### src/rtl/nios2_qsys_dct_packer.sv
// DCT frame packer: shifts 2-bit trace codes into an accumulator and hands full or
// flushed frames to the trace sink through a single valid/ready output register.
module nios2_qsys_dct_packer #(
    parameter int CODE_W = 2,
    parameter int DEPTH  = 15
) (
    input  logic                      clk,
    input  logic                      reset_n,
    input  logic                      code_valid,
    input  logic [CODE_W-1:0]         code,
    output logic                      code_ready,
    input  logic                      flush,
    output logic                      frame_valid,
    input  logic                      frame_ready,
    output logic [CODE_W*DEPTH-1:0]   dct_buffer,
    output logic [3:0]                dct_count,
    output logic [15:0]               frame_count
);
    localparam int         BUF_W   = CODE_W * DEPTH;
    localparam logic [3:0] DEPTH_L = 4'(DEPTH);

    logic [BUF_W-1:0] acc_q, acc_d;
    logic [3:0]       acc_cnt_q, acc_cnt_d;
    logic             flush_pend_q, flush_pend_d;
    logic             frame_valid_q, frame_valid_d;
    logic [BUF_W-1:0] dct_buffer_q, dct_buffer_d;
    logic [3:0]       dct_count_q, dct_count_d;
    logic [15:0]      frame_count_q, frame_count_d;

    logic             accept;
    logic             consume;
    logic             complete;
    logic             slot_free;
    logic             xfer;
    logic [BUF_W-1:0] acc_nx;
    logic [3:0]       cnt_nx;

    assign code_ready = (acc_cnt_q < DEPTH_L) && !flush_pend_q;
    assign accept     = code_valid && code_ready;
    assign consume    = frame_valid_q && frame_ready;
    assign slot_free  = !frame_valid_q || frame_ready;

    // Newest code enters at the bottom, so the oldest ends up in the highest occupied bits.
    assign acc_nx = accept ? ((acc_q << CODE_W) | BUF_W'(code)) : acc_q;
    assign cnt_nx = accept ? (acc_cnt_q + 4'd1) : acc_cnt_q;

    assign complete = (cnt_nx == DEPTH_L) || ((flush || flush_pend_q) && (cnt_nx != 4'd0));
    assign xfer     = complete && slot_free;

    always_comb begin
        acc_d         = acc_nx;
        acc_cnt_d     = cnt_nx;
        flush_pend_d  = flush_pend_q;
        frame_valid_d = frame_valid_q;
        dct_buffer_d  = dct_buffer_q;
        dct_count_d   = dct_count_q;
        frame_count_d = frame_count_q;

        if (consume) begin
            frame_valid_d = 1'b0;
            frame_count_d = frame_count_q + 16'd1;
        end

        if (xfer) begin
            // A new frame may replace the one being consumed on the same edge.
            dct_buffer_d  = acc_nx;
            dct_count_d   = cnt_nx;
            frame_valid_d = 1'b1;
            acc_d         = '0;
            acc_cnt_d     = 4'd0;
            flush_pend_d  = 1'b0;
        end else if (flush && (cnt_nx != 4'd0)) begin
            flush_pend_d = 1'b1;
        end
    end

    always_ff @(posedge clk or negedge reset_n) begin
        if (!reset_n) begin
            acc_q         <= '0;
            acc_cnt_q     <= 4'd0;
            flush_pend_q  <= 1'b0;
            frame_valid_q <= 1'b0;
            dct_buffer_q  <= '0;
            dct_count_q   <= 4'd0;
            frame_count_q <= 16'd0;
        end else begin
            acc_q         <= acc_d;
            acc_cnt_q     <= acc_cnt_d;
            flush_pend_q  <= flush_pend_d;
            frame_valid_q <= frame_valid_d;
            dct_buffer_q  <= dct_buffer_d;
            dct_count_q   <= dct_count_d;
            frame_count_q <= frame_count_d;
        end
    end

    assign frame_valid = frame_valid_q;
    assign dct_buffer  = dct_buffer_q;
    assign dct_count   = dct_count_q;
    assign frame_count = frame_count_q;
endmodule

### config.mk
export PLATFORM = sky130hd
export DESIGN_NAME = nios2_qsys_dct_packer
export DESIGN_NICKNAME = d
export VERILOG_FILES = /design/src/rtl/nios2_qsys_dct_packer.sv
export SDC_FILE = /design/constraint.sdc
export NUM_CORES = 1
export LEC_CHECK = 0
export CAP_MARGIN = 20
export CORE_MARGIN = 10
export CORE_UTILIZATION = 53
export CTS_BUF_LIST = sky130_fd_sc_hd__clkbuf_16
export CTS_CLUSTER_SIZE = 28
export DETAILED_ROUTE_END_ITERATION = 10
export HOLD_SLACK_MARGIN = 0.15
export PLACE_DENSITY = 0.87
export SETUP_SLACK_MARGIN = 0.05
export SYNTH_ARGS = -nofsm -noshare
export SYNTH_HDL_FRONTEND = slang
export SYNTH_SLANG_ARGS = --single-unit
### constraint.sdc
create_clock -name clk -period 2.46 [get_ports clk]
set_input_delay 0.246 -clock clk [delete_from_list [all_inputs] [get_ports clk]]
set_output_delay 0.246 -clock clk [all_outputs]
set_load 0.01 [all_outputs]
* Yosys cells after proc, flatten, opt, wreduce, memory -nomap -nowiden
Cells that the tools add are included.
Storage, ports and cells: bits in registers 86, input bits 7, output and inout bits 52, logic and storage cells 34
Cells by class: add/sub/neg operators 2, $lt $le $gt $ge 1, equality and inequality tests 1, multiplexer cells 8, bitwise operators 1, reduce and logical (&&, ||, !) cells 14
Operator list (count):
- 2-to-1 mux 30 bit | 2
- bitwise OR 30 x 2 -> 30 bit | 1
- adder 16 x 1 -> 16 bit (second input constant) | 1
- 2-to-1 mux 4 bit | 2
- logical AND 1 bit | 6
- adder 4 x 1 -> 4 bit (second input constant) | 1
- == test 4 bit (second input constant) | 1
- < comparator 4 bit (second input constant) | 1
- 2-to-1 mux 1 bit | 4
- nonzero test 2 bit | 2
- nonzero test 4 bit | 1
- logical OR 1 bit | 3
- logical NOT 1 bit | 2

* Logic depth before layout (Yosys ltp)
Gate-level depths: netlist (run 1).
word-level depth 9, depth in mapped cells 8, gate-level depth less buffers 6

* Worst setup path after synthesis (run 1)
No wires, ideal clock.
path kind register -> register, start reg acc_cnt_q[0], end reg acc_q[10], setup time 0.122 ns, arrival time 1.884 ns, required time 2.338 ns, path slack 0.455 ns, cell stages (with the launch flop) 9, buffers on the path 2, period minus slack after synthesis 2.005 ns, cells stage by stage dfrtp_1 -> ha_1 -> and4b_1 -> o2111ai_1 -> o211ai_1 -> o22ai_1 -> buf_4 -> buf_6 -> nor2_1
On the way: cells in the longest elaborated chain, start to end 9, elaborated cells between the ends (all ways) 12, those cells by class 1 x add/sub; 1 x order compare; 1 x eq/ne; 3 x mux; 6 x reduce/logical
Ends and longest elaborated chain:
- start, declared | line 23 | logic [3:0] acc_cnt_q, acc_cnt_d;
- start signal, assigned | line 88 | acc_cnt_q <= acc_cnt_d;
- < comparator 4 bit | line 38 | assign code_ready = (acc_cnt_q < DEPTH_L) && !flush_pend_q;
- logical AND 1 bit | line 38
- logical AND 1 bit | line 39 | assign accept = code_valid && code_ready;
- 2-to-1 mux 4 bit | line 45 | assign cnt_nx = accept ? (acc_cnt_q + 4'd1) : acc_cnt_q;
- nonzero test 4 bit | line 47 | assign complete = (cnt_nx == DEPTH_L) || ((flush || flush_pend_q) && (cnt_nx != 4'd0));
- logical AND 1 bit | line 47
- logical OR 1 bit | line 47
- logical AND 1 bit | line 48 | assign xfer = complete && slot_free;
- 2-to-1 mux 30 bit * | line 64 | if (xfer) begin
- named net acc_d[10] | line 22 | logic [BUF_W-1:0] acc_q, acc_d;
- end signal, assigned | line 79 | acc_q <= '0;
- end signal, assigned | line 87 | acc_q <= acc_d;
- end, declared | line 22
The timed path passes the listed nets; every way through them passes the cells marked *. A chain may end at the register's enable or synchronous reset.

* Worst setup path in the final report (run 1)
start reg acc_cnt_q[1], end reg dct_buffer_q[21], in the netlist dct_buffer[21]
On the way: cells in the longest elaborated chain, start to end 8, elaborated cells between the ends (all ways) 11, those cells by class 1 x add/sub; 1 x order compare; 1 x eq/ne; 2 x mux; 6 x reduce/logical
Ends and longest elaborated chain:
- < comparator 4 bit | line 38
- logical AND 1 bit | line 38
- logical AND 1 bit | line 39
- 2-to-1 mux 4 bit | line 45
- nonzero test 4 bit | line 47
- logical AND 1 bit | line 47
- logical OR 1 bit | line 47
- logical AND 1 bit | line 48
- end signal, assigned | line 91 | dct_buffer_q <= dct_buffer_d;
- end, declared | line 26 | logic [BUF_W-1:0] dct_buffer_q, dct_buffer_d;
Parallel ways exist; a longest one is shown, timed or not.

==> implementation parameters, run 1 <==
Parameter                              Value

Yosys
  Unique masters post-synth ... 32
  Most frequent cells after synthesis ... 86 x sky130_fd_sc_hd__dfrtp_1, 64 x sky130_fd_sc_hd__mux2i_1, 40 x sky130_fd_sc_hd__nor2_1
  Sequential cell area fraction in the yosys report ... 59.2%
  EDFF count, synth ... 0
  Main area contributors after synthesis ... sky130_fd_sc_hd__dfrtp_1 59%, sky130_fd_sc_hd__mux2i_1 18%, sky130_fd_sc_hd__nor2_1 4.1%
  Share of synthesized cell area in and, or, nand and nor gates ... 9.33%
  Most common cell in the netlist ... sky130_fd_sc_hd__dfrtp_1
  Area share of the largest cell type after synthesis ... just under 60%
  Total of flip-flops plus latches after synthesis ... 86
  Nets in the synthesized netlist ... 316
  Area leader, netlist ... sky130_fd_sc_hd__dfrtp_1
  Summed instance area of the synthesized netlist ... 3630 um^2
  Synth warn ... 0
  Average size of a mapped cell ... ~12 um^2
  Synth Flop Type ... sky130_fd_sc_hd__dfrtp_1
  Combinational family with the most area after synthesis ... multiplexers
  Post-synthesis xor/xnor area fraction ... 3.86%
  Fraction of synthesized area in multiplexers ... 18.2%
  Synth Area in Adders ... less than 1%
  Synth Area in Compound Gates ... under 10%
  Cells after Synth ... between 300 and 400
  Fraction of registers with async set or reset after synthesis ... 100%

Clock tree
  TritonCTS buffer count ... 9
  CTS Root Cell ... sky130_fd_sc_hd__clkbuf_16
  Sink Count ... 86
  Total number of H-tree levels ... 3
  CTS tree ... done
  Clock slew seen by the registers of the worst setup and hold paths ... 0.06 ns
  Clock latency on the worst-skew pair ... 0.33 ns
  Number of buffers on the longest clock path ... 2

Floorplanning
  Floorplan row count ... 30
  Initial core utilization ... 54.1%
  Top-Level Pins ... 59
  Die Y ... between 100 and 150 um
  Die ar. ... 10,600 um^2
  Core Region ... roughly 6700 um^2
  Die width ... 103 um

STA
  Max frequency ... 459 MHz
  Hold Vio Cnt, Final ... 0
  Sum of negative setup slack ... 0 ns
  Final critical-path required period ... 2.18 ns
  Unrepaired setup endpoints after global routing ... false
  Final-report setup violation count ... 0
  Clock Skew ... approximately 0.0066 ns
  Worst Max-Slew Pin Slew ... 0.533 ns
  Max Transition Viols Final ... 0
  Fin crit share ... 88.5%
  Slew headroom ... 64.5%
  Final worst setup slack ... 0.282 ns

Detailed routing
  DRT Pass-1 Iters ... 4
  Iteration-0 DRC count of the detailed router ... 128
  Final Routed Wirelength ... 6920 um
  Mean routed wirelength per cell ... 15.1 um
  Remaining number of nets flagged by the antenna check after routing ... 0
  DR DRC count ... 0
  Vias after detailed routing ... 2,364
  Number of vias per cell after detailed routing ... about 5.2

Critical path
  Startpoint type of the worst setup path ... flop
  Endpoint arrival time on the critical path ... between 2 and 2.5 ns
  Kind of end point of the critical path ... flop
  Critical path peak fanout ... 24
  Classification of the worst setup path ... reg -> reg
  WP data required ... 2.71 ns

Flow run
  Reported max-cap violation count ... 0

Placed design
  Count of input and output buffers ... between 50 and 60
  Dpl cells ... 440
  Last weighted congestion value of the routability-driven placer ... 0.843
  Placed wire-length estimate ... 4910 um
  Place WS ... 0.164 ns

Cells and area
  Number of fill cells ... 469
  Area of combinational cells with multiple inputs ... 1290 um^2
  Share of cells above drive strength 1 ... 7.16%
  Final cell utilization of the core ... 69.0%
  Antenna Cells ... 0
  Area Overhead vs Synth ... 27.5%
  Finished Layout Cells ... roughly 460
  Sequential cell area ... 2150 um^2
  Fin nets ... 381

Pwr
  Power Total ... 4.64 mW
  Peak supply drop ... between 0.6 and 0.7 mV
  Leak pwr ... 2.24 nW
  Pwr dens ... 1000 nW/um^2

Outcome
  Status ... completed

Worst hold path
  Worst hold-check path type ... in -> async

GRT
  Global router's overall resource usage ... ~14%
  Number of antenna violations at the first check in global routing ... 0
  Number of global-route vias before repair ... approximately 2,500
  Global-route wire length before repair ... between 10,000 and 15,000 um
  Grt total ovfl ... 0
  Maximum number of pins on one net before global-route repair ... 47
-- layout make-up --
cell class | instances | share of cell area (%)
Multi-Input combinational cell | 174 | 27.8
Clock buffer | 9 | 4.86
Clock inverter | 7 | 0.729
Sequential cell | 86 | 46.5
Timing Repair Buffer | 66 | 15.2
Tap cell | 80 | 2.16
Inverter | 35 | 2.83
-- registers in the layout (all words and copies together) (netlist names) --
register / count
frame_valid: 1
acc_cnt_q: 4
flush_pend_q: 1
acc_q: 30
frame_count: 16
dct_count: 4
dct_buffer: 30
-- placed cells by master (no fill, tap or decap), types with 6 or more instances in the layout --
master,count
sky130_fd_sc_hd__a21oi_1,6
sky130_fd_sc_hd__clkbuf_16,9
sky130_fd_sc_hd__clkdlybuf4s50_1,57
sky130_fd_sc_hd__dfrtp_1,85
sky130_fd_sc_hd__inv_1,37
sky130_fd_sc_hd__mux2i_1,64
sky130_fd_sc_hd__nand2_1,11
sky130_fd_sc_hd__nand3_1,7
sky130_fd_sc_hd__nor2_1,40
sky130_fd_sc_hd__xnor2_1,11
-- worst paths after layout --
path                            slack (ns)                   startpoint  cells past startpoint                     endpoint
worst max-delay path                  0.28       acc_cnt_q[1]$_DFF_PN0_                      7   dct_buffer[21]$_DFFE_PN0P_
max in group asynchronous             1.40                      reset_n                      3   dct_buffer[28]$_DFFE_PN0P_
worst max register to register        0.28       acc_cnt_q[1]$_DFF_PN0_                      7   dct_buffer[21]$_DFFE_PN0P_
worst min-delay path                  0.44                      reset_n                      2    dct_buffer[8]$_DFFE_PN0P_
min in group clk                      0.47  frame_count[15]$_DFFE_PN0P_                      1  frame_count[15]$_DFFE_PN0P_
worst min register to register        0.47  frame_count[15]$_DFFE_PN0P_                      1  frame_count[15]$_DFFE_PN0P_
-- kinds of logic after synthesis --
kind of cell | Yosys count
AO/OA/AOI/OAI | 15
adder cells (fa/ha/maj) | 2
AND/OR/NAND/NOR | 75
XOR/XNOR | 16
multiplexers | 66
buffers and inverters | 47
flip-flops | 86
-- metrics by stage --
stage | instance area, um^2 | hold WS [ns]
global placement | 4360 | 0.262
CTS | 4630 | 0.461
global route | 4630 | 0.481
detailed placement | 4360 | 0.266
finish | 4630 | 0.442
floorplan | 3630 | -0.0496
-- critical path, cell delays in order, from the launching register on --
cell,delay (ns)
sky130_fd_sc_hd__dfrtp_1,0.43
sky130_fd_sc_hd__ha_2,0.26
sky130_fd_sc_hd__and4b_1,0.21
sky130_fd_sc_hd__o2111ai_1,0.25
sky130_fd_sc_hd__o211ai_1,0.23
sky130_fd_sc_hd__o22ai_4,0.27
sky130_fd_sc_hd__buf_12,0.23
sky130_fd_sc_hd__mux2i_1,0.21
-- per-layer routing --
metal	share of wire (%)	global-route usage (%)	up-vias	wire length (um)
li1	-	-	1146	-
met1	43	17.5	1160	2940
met2	50	22.8	47	3450
met3	5.9	4.62	11	410
met4	1.6	5.88	0	113
met5	0	0	-	0
-- where the power goes --
group | switching (mW) | leakage, nW | internal [mW]
combinational | 0.811 | 0.930 | 0.823
clock | 0.500 | 0.135 | 0.666
sequential | 0.196 | 1.17 | 1.65
-- repair_timing --
item / in CTS / in global routing
buffers inserted: 0 / 0
endpoints found under the hold margin: 40 / 0
hold buffers: 1 / 0
setup endpoints to repair: 0 / 33
gates resized for setup: 0 / 2
(Power assumes the default switching activity.)
==> inputs of run 2 (changes only) <==
- ABC_AREA: default -> 1
==> run 2 against run 1 <==
Global-route usage grew 1.0 points. Final cell count grew 28%. Synthesized area grew 4.1%. Highest routed layer unchanged. Largest power group unchanged. Fmax grew 2.9%.
==> implementation parameters, run 2 <==
Parameter                              Value

Outcome
  Status ... completed

Placed design
  Dpl cells ... approximately 570
  Count of input and output buffers ... 58
  Last weighted congestion value of the routability-driven placer ... 0.824
  Placed wire-length estimate ... about 5400 um

Yosys
  Area share of the largest cell type after synthesis ... a little under three fifths
  Cells after Synth ... 431
  Most frequent cells after synthesis ... 192 x sky130_fd_sc_hd__nand2_1, 86 x sky130_fd_sc_hd__dfrtp_1, 36 x sky130_fd_sc_hd__nand3_1
  Synth Flop Type ... sky130_fd_sc_hd__dfrtp_1
  Nets in the synthesized netlist ... 440
  Main area contributors after synthesis ... sky130_fd_sc_hd__dfrtp_1 57%, sky130_fd_sc_hd__nand2_1 19%, sky130_fd_sc_hd__a21boi_1 6.5%
  Summed instance area of the synthesized netlist ... 3780 um^2
  Area leader, netlist ... sky130_fd_sc_hd__dfrtp_1
  Synth warn ... 0
  Average size of a mapped cell ... 8.78 um^2
  Total of flip-flops plus latches after synthesis ... 86
  Unique masters post-synth ... 25
  Most common cell in the netlist ... sky130_fd_sc_hd__nand2_1
  Sequential cell area fraction in the yosys report ... 56.9%
  Fraction of registers with async set or reset after synthesis ... 100%
  EDFF count, synth ... 0

Clock tree
  Number of buffers on the longest clock path ... 2
  Clock slew seen by the registers of the worst setup and hold paths ... 0.06 ns
  TritonCTS buffer count ... 9
  CTS hold repair buffers ... 1
  Sink Count ... 86
  Clock latency on the worst-skew pair ... around 0.33 ns
  CTS tree ... done
  Post-CTS Setup Bufs ... 0
  Total number of H-tree levels ... 3
  Post-CTS Resized ... 0
  CTS Root Cell ... sky130_fd_sc_hd__clkbuf_16

Detailed routing
  DR DRC count ... 0
  Final Routed Wirelength ... 8030 um
  Remaining number of nets flagged by the antenna check after routing ... 0
  Mean routed wirelength per cell ... 13.7 um
  Iteration-0 DRC count of the detailed router ... 149
  Number of vias per cell after detailed routing ... 5.05
  DRT Pass-1 Iters ... 4
  Vias after detailed routing ... 2,962

Floorplanning
  Die Y ... between 100 and 150 um
  Floorplan row count ... 30
  Top-Level Pins ... a little under 60
  Die ar. ... between 10,000 and 15,000 um^2
  Initial core utilization ... roughly 55%
  Die width ... roughly 100 um
  Core Region ... 6870 um^2

Pwr
  Pwr dens ... 1010 nW/um^2
  Peak supply drop ... 0.428 mV
  Leak pwr ... 2.50 nW

Critical path
  Startpoint of the lowest-slack register-to-register path ... acc_cnt_q[0]$_DFF_PN0_
  Endpoint arrival time on the critical path ... between 2 and 2.5 ns
  Buffer and inverter count on the worst path ... 1
  R2R cell count ... 13
  Critical path peak fanout ... 39
  Kind of end point of the critical path ... flop
  Reg-to-reg setup timing slack ... between 0.3 and 0.4 ns
  WP data required ... 2.73 ns
  CP cell instances ... ha_1, nand3_2, nand2_1, nor2_2, nand2_1, nand2_1, nor2_1, nand2_1, nand2_1, nand2_2, buf_4, nand3_1, nand2_1
  Startpoint type of the worst setup path ... flop
  Worst-path cell with the longest stage delay ... sky130_fd_sc_hd__dfrtp_1
  Endpoint of the worst register-to-register path ... dct_buffer[2]$_DFFE_PN0P_
  Classification of the worst setup path ... reg -> reg
  Crit path max-delay family ... simple AND/OR/NAND/NOR gates
  Worst stage delay on the critical path ... 0.42 ns
  Top cell by count, worst path ... sky130_fd_sc_hd__nand2_1

Cells and area
  Finished Layout Cells ... about 590
  Final cell utilization of the core ... 69.6%
  Share of cells above drive strength 1 ... approximately 6.7%
  Antenna Cells ... 0
  Number of fill cells ... roughly 520
  Commonest non-fill, non-tap cells in the layout ... 191 x sky130_fd_sc_hd__nand2_1, 86 x sky130_fd_sc_hd__dfrtp_1, 57 x sky130_fd_sc_hd__clkdlybuf4s50_1
  Commonest non-fill, non-tap cell in the layout ... sky130_fd_sc_hd__nand2_1
  Area Overhead vs Synth ... 26.5%
  Fin nets ... approximately 500

STA
  Sum of negative setup slack ... 0 ns
  Fin crit share ... 86.1%
  Hold Vio Cnt, Final ... 0
  Clock Skew ... 0.00587 ns
  Max frequency ... roughly 470 MHz
  Worst Max-Slew Pin Slew ... 0.528 ns
  Max Transition Viols Final ... 0
  Final-report setup violation count ... 0
  Slew headroom ... approximately two thirds
  Unrepaired setup endpoints after global routing ... false
  Final critical-path required period ... 2.12 ns

GRT
  Number of global-route vias before repair ... just over 3,000
  Maximum number of pins on one net before global-route repair ... 47
  Grt total ovfl ... 0
  Number of antenna violations at the first check in global routing ... 0
  Global router's overall resource usage ... 15.3%
  Global-route wire length before repair ... 14,100 um

Flow run
  Reported max-cap violation count ... 0

Worst hold path
  Worst hold-check path type ... in -> async
==> run 2: cell count changes after synthesis, moves of 4 or more <==
cell / change
sky130_fd_sc_hd__nand2_1: +180
sky130_fd_sc_hd__clkbuf_1: +6
sky130_fd_sc_hd__inv_1: -23
sky130_fd_sc_hd__xnor2_1: -6
sky130_fd_sc_hd__mux2i_1: -64
sky130_fd_sc_hd__a21boi_1: +33
sky130_fd_sc_hd__xor2_1: +4
sky130_fd_sc_hd__nand3_1: +29
sky130_fd_sc_hd__nor2_1: -29
==> run 2: report_power, final <==
group	total (mW)	internal (mW)	switching (mW)
clock	1.49	0.977	0.517
sequential	1.79	1.63	0.160
combinational	1.54	0.561	0.977
total	4.82	3.16	1.65
==> run 2: worst reg2reg max path: stages, from the launching register on <==
cell                      delay, ns
sky130_fd_sc_hd__dfrtp_1       0.42
sky130_fd_sc_hd__ha_1          0.24
sky130_fd_sc_hd__nand3_2       0.12
sky130_fd_sc_hd__nand2_1       0.10
sky130_fd_sc_hd__nor2_2        0.13
sky130_fd_sc_hd__nand2_1       0.06
sky130_fd_sc_hd__nand2_1       0.12
sky130_fd_sc_hd__nor2_1        0.06
sky130_fd_sc_hd__nand2_1       0.08
sky130_fd_sc_hd__nand2_1       0.07
sky130_fd_sc_hd__nand2_2       0.08
sky130_fd_sc_hd__buf_4         0.35
sky130_fd_sc_hd__nand3_1       0.15
sky130_fd_sc_hd__nand2_1       0.09
==> run 2: cell type report <==
cell class	instances	area, um^2	area share (%)
timing repair buffer	68	668	14.0
inverter	16	60.1	1.26
tap	96	120	2.51
clock inverter	6	103	2.14
sequential	86	2150	45.0
clock buffer	9	225	4.71
multi-input combinational	306	1460	30.4
==> run 2: worst max path at each step <==
stage	slack, ns	start	end	cells after the start
finish	0.34	acc_cnt_q[0]$_DFF_PN0_	dct_buffer[2]$_DFFE_PN0P_	13
global route	0.10	acc_cnt_q[0]$_DFF_PN0_	dct_buffer[2]$_DFFE_PN0P_	13
CTS	0.35	acc_cnt_q[0]$_DFF_PN0_	dct_count[1]$_DFFE_PN0P_	13
detailed placement	0.28	frame_ready	frame_count[12]$_DFFE_PN0P_	12
global placement	0.36	frame_ready	frame_count[15]$_DFFE_PN0P_	9
floorplan	0.66	acc_cnt_q[0]$_DFF_PN0_	dct_count[0]$_DFFE_PN0P_	14
==> run 2: cells by family (layout without fill, tap and decap cells) <==
logic type,after synthesis,count (layout),synth area share (%)
flip-flops,86,86,56.9
AND/OR/NAND/NOR,251,251,27.1
AO/OA/AOI/OAI,39,39,7.38
adder cells (fa/ha/maj),2,2,0.661
buffers and inverters,39,99,4.76
XOR/XNOR,14,14,3.24
==> run 2: metal layers <==
layer	track usage, %	part of all wire (%)
met1	18.5	43
met2	24.4	49
met3	4.65	5.9
met4	7.26	1.8
met5	0	0
==> run 2: per-stage QoR <==
step	power [mW]	hold slack (ns)	setup slack [ns]	instance area [um^2]
global route	5.12	0.485	0.105	4780
global placement	3.28	0.259	0.364	4450
finish	4.82	0.454	0.343	4780
floorplan	2.83	-0.0496	0.658	3780
CTS	4.85	0.472	0.350	4780
detailed placement	3.34	0.270	0.276	4450
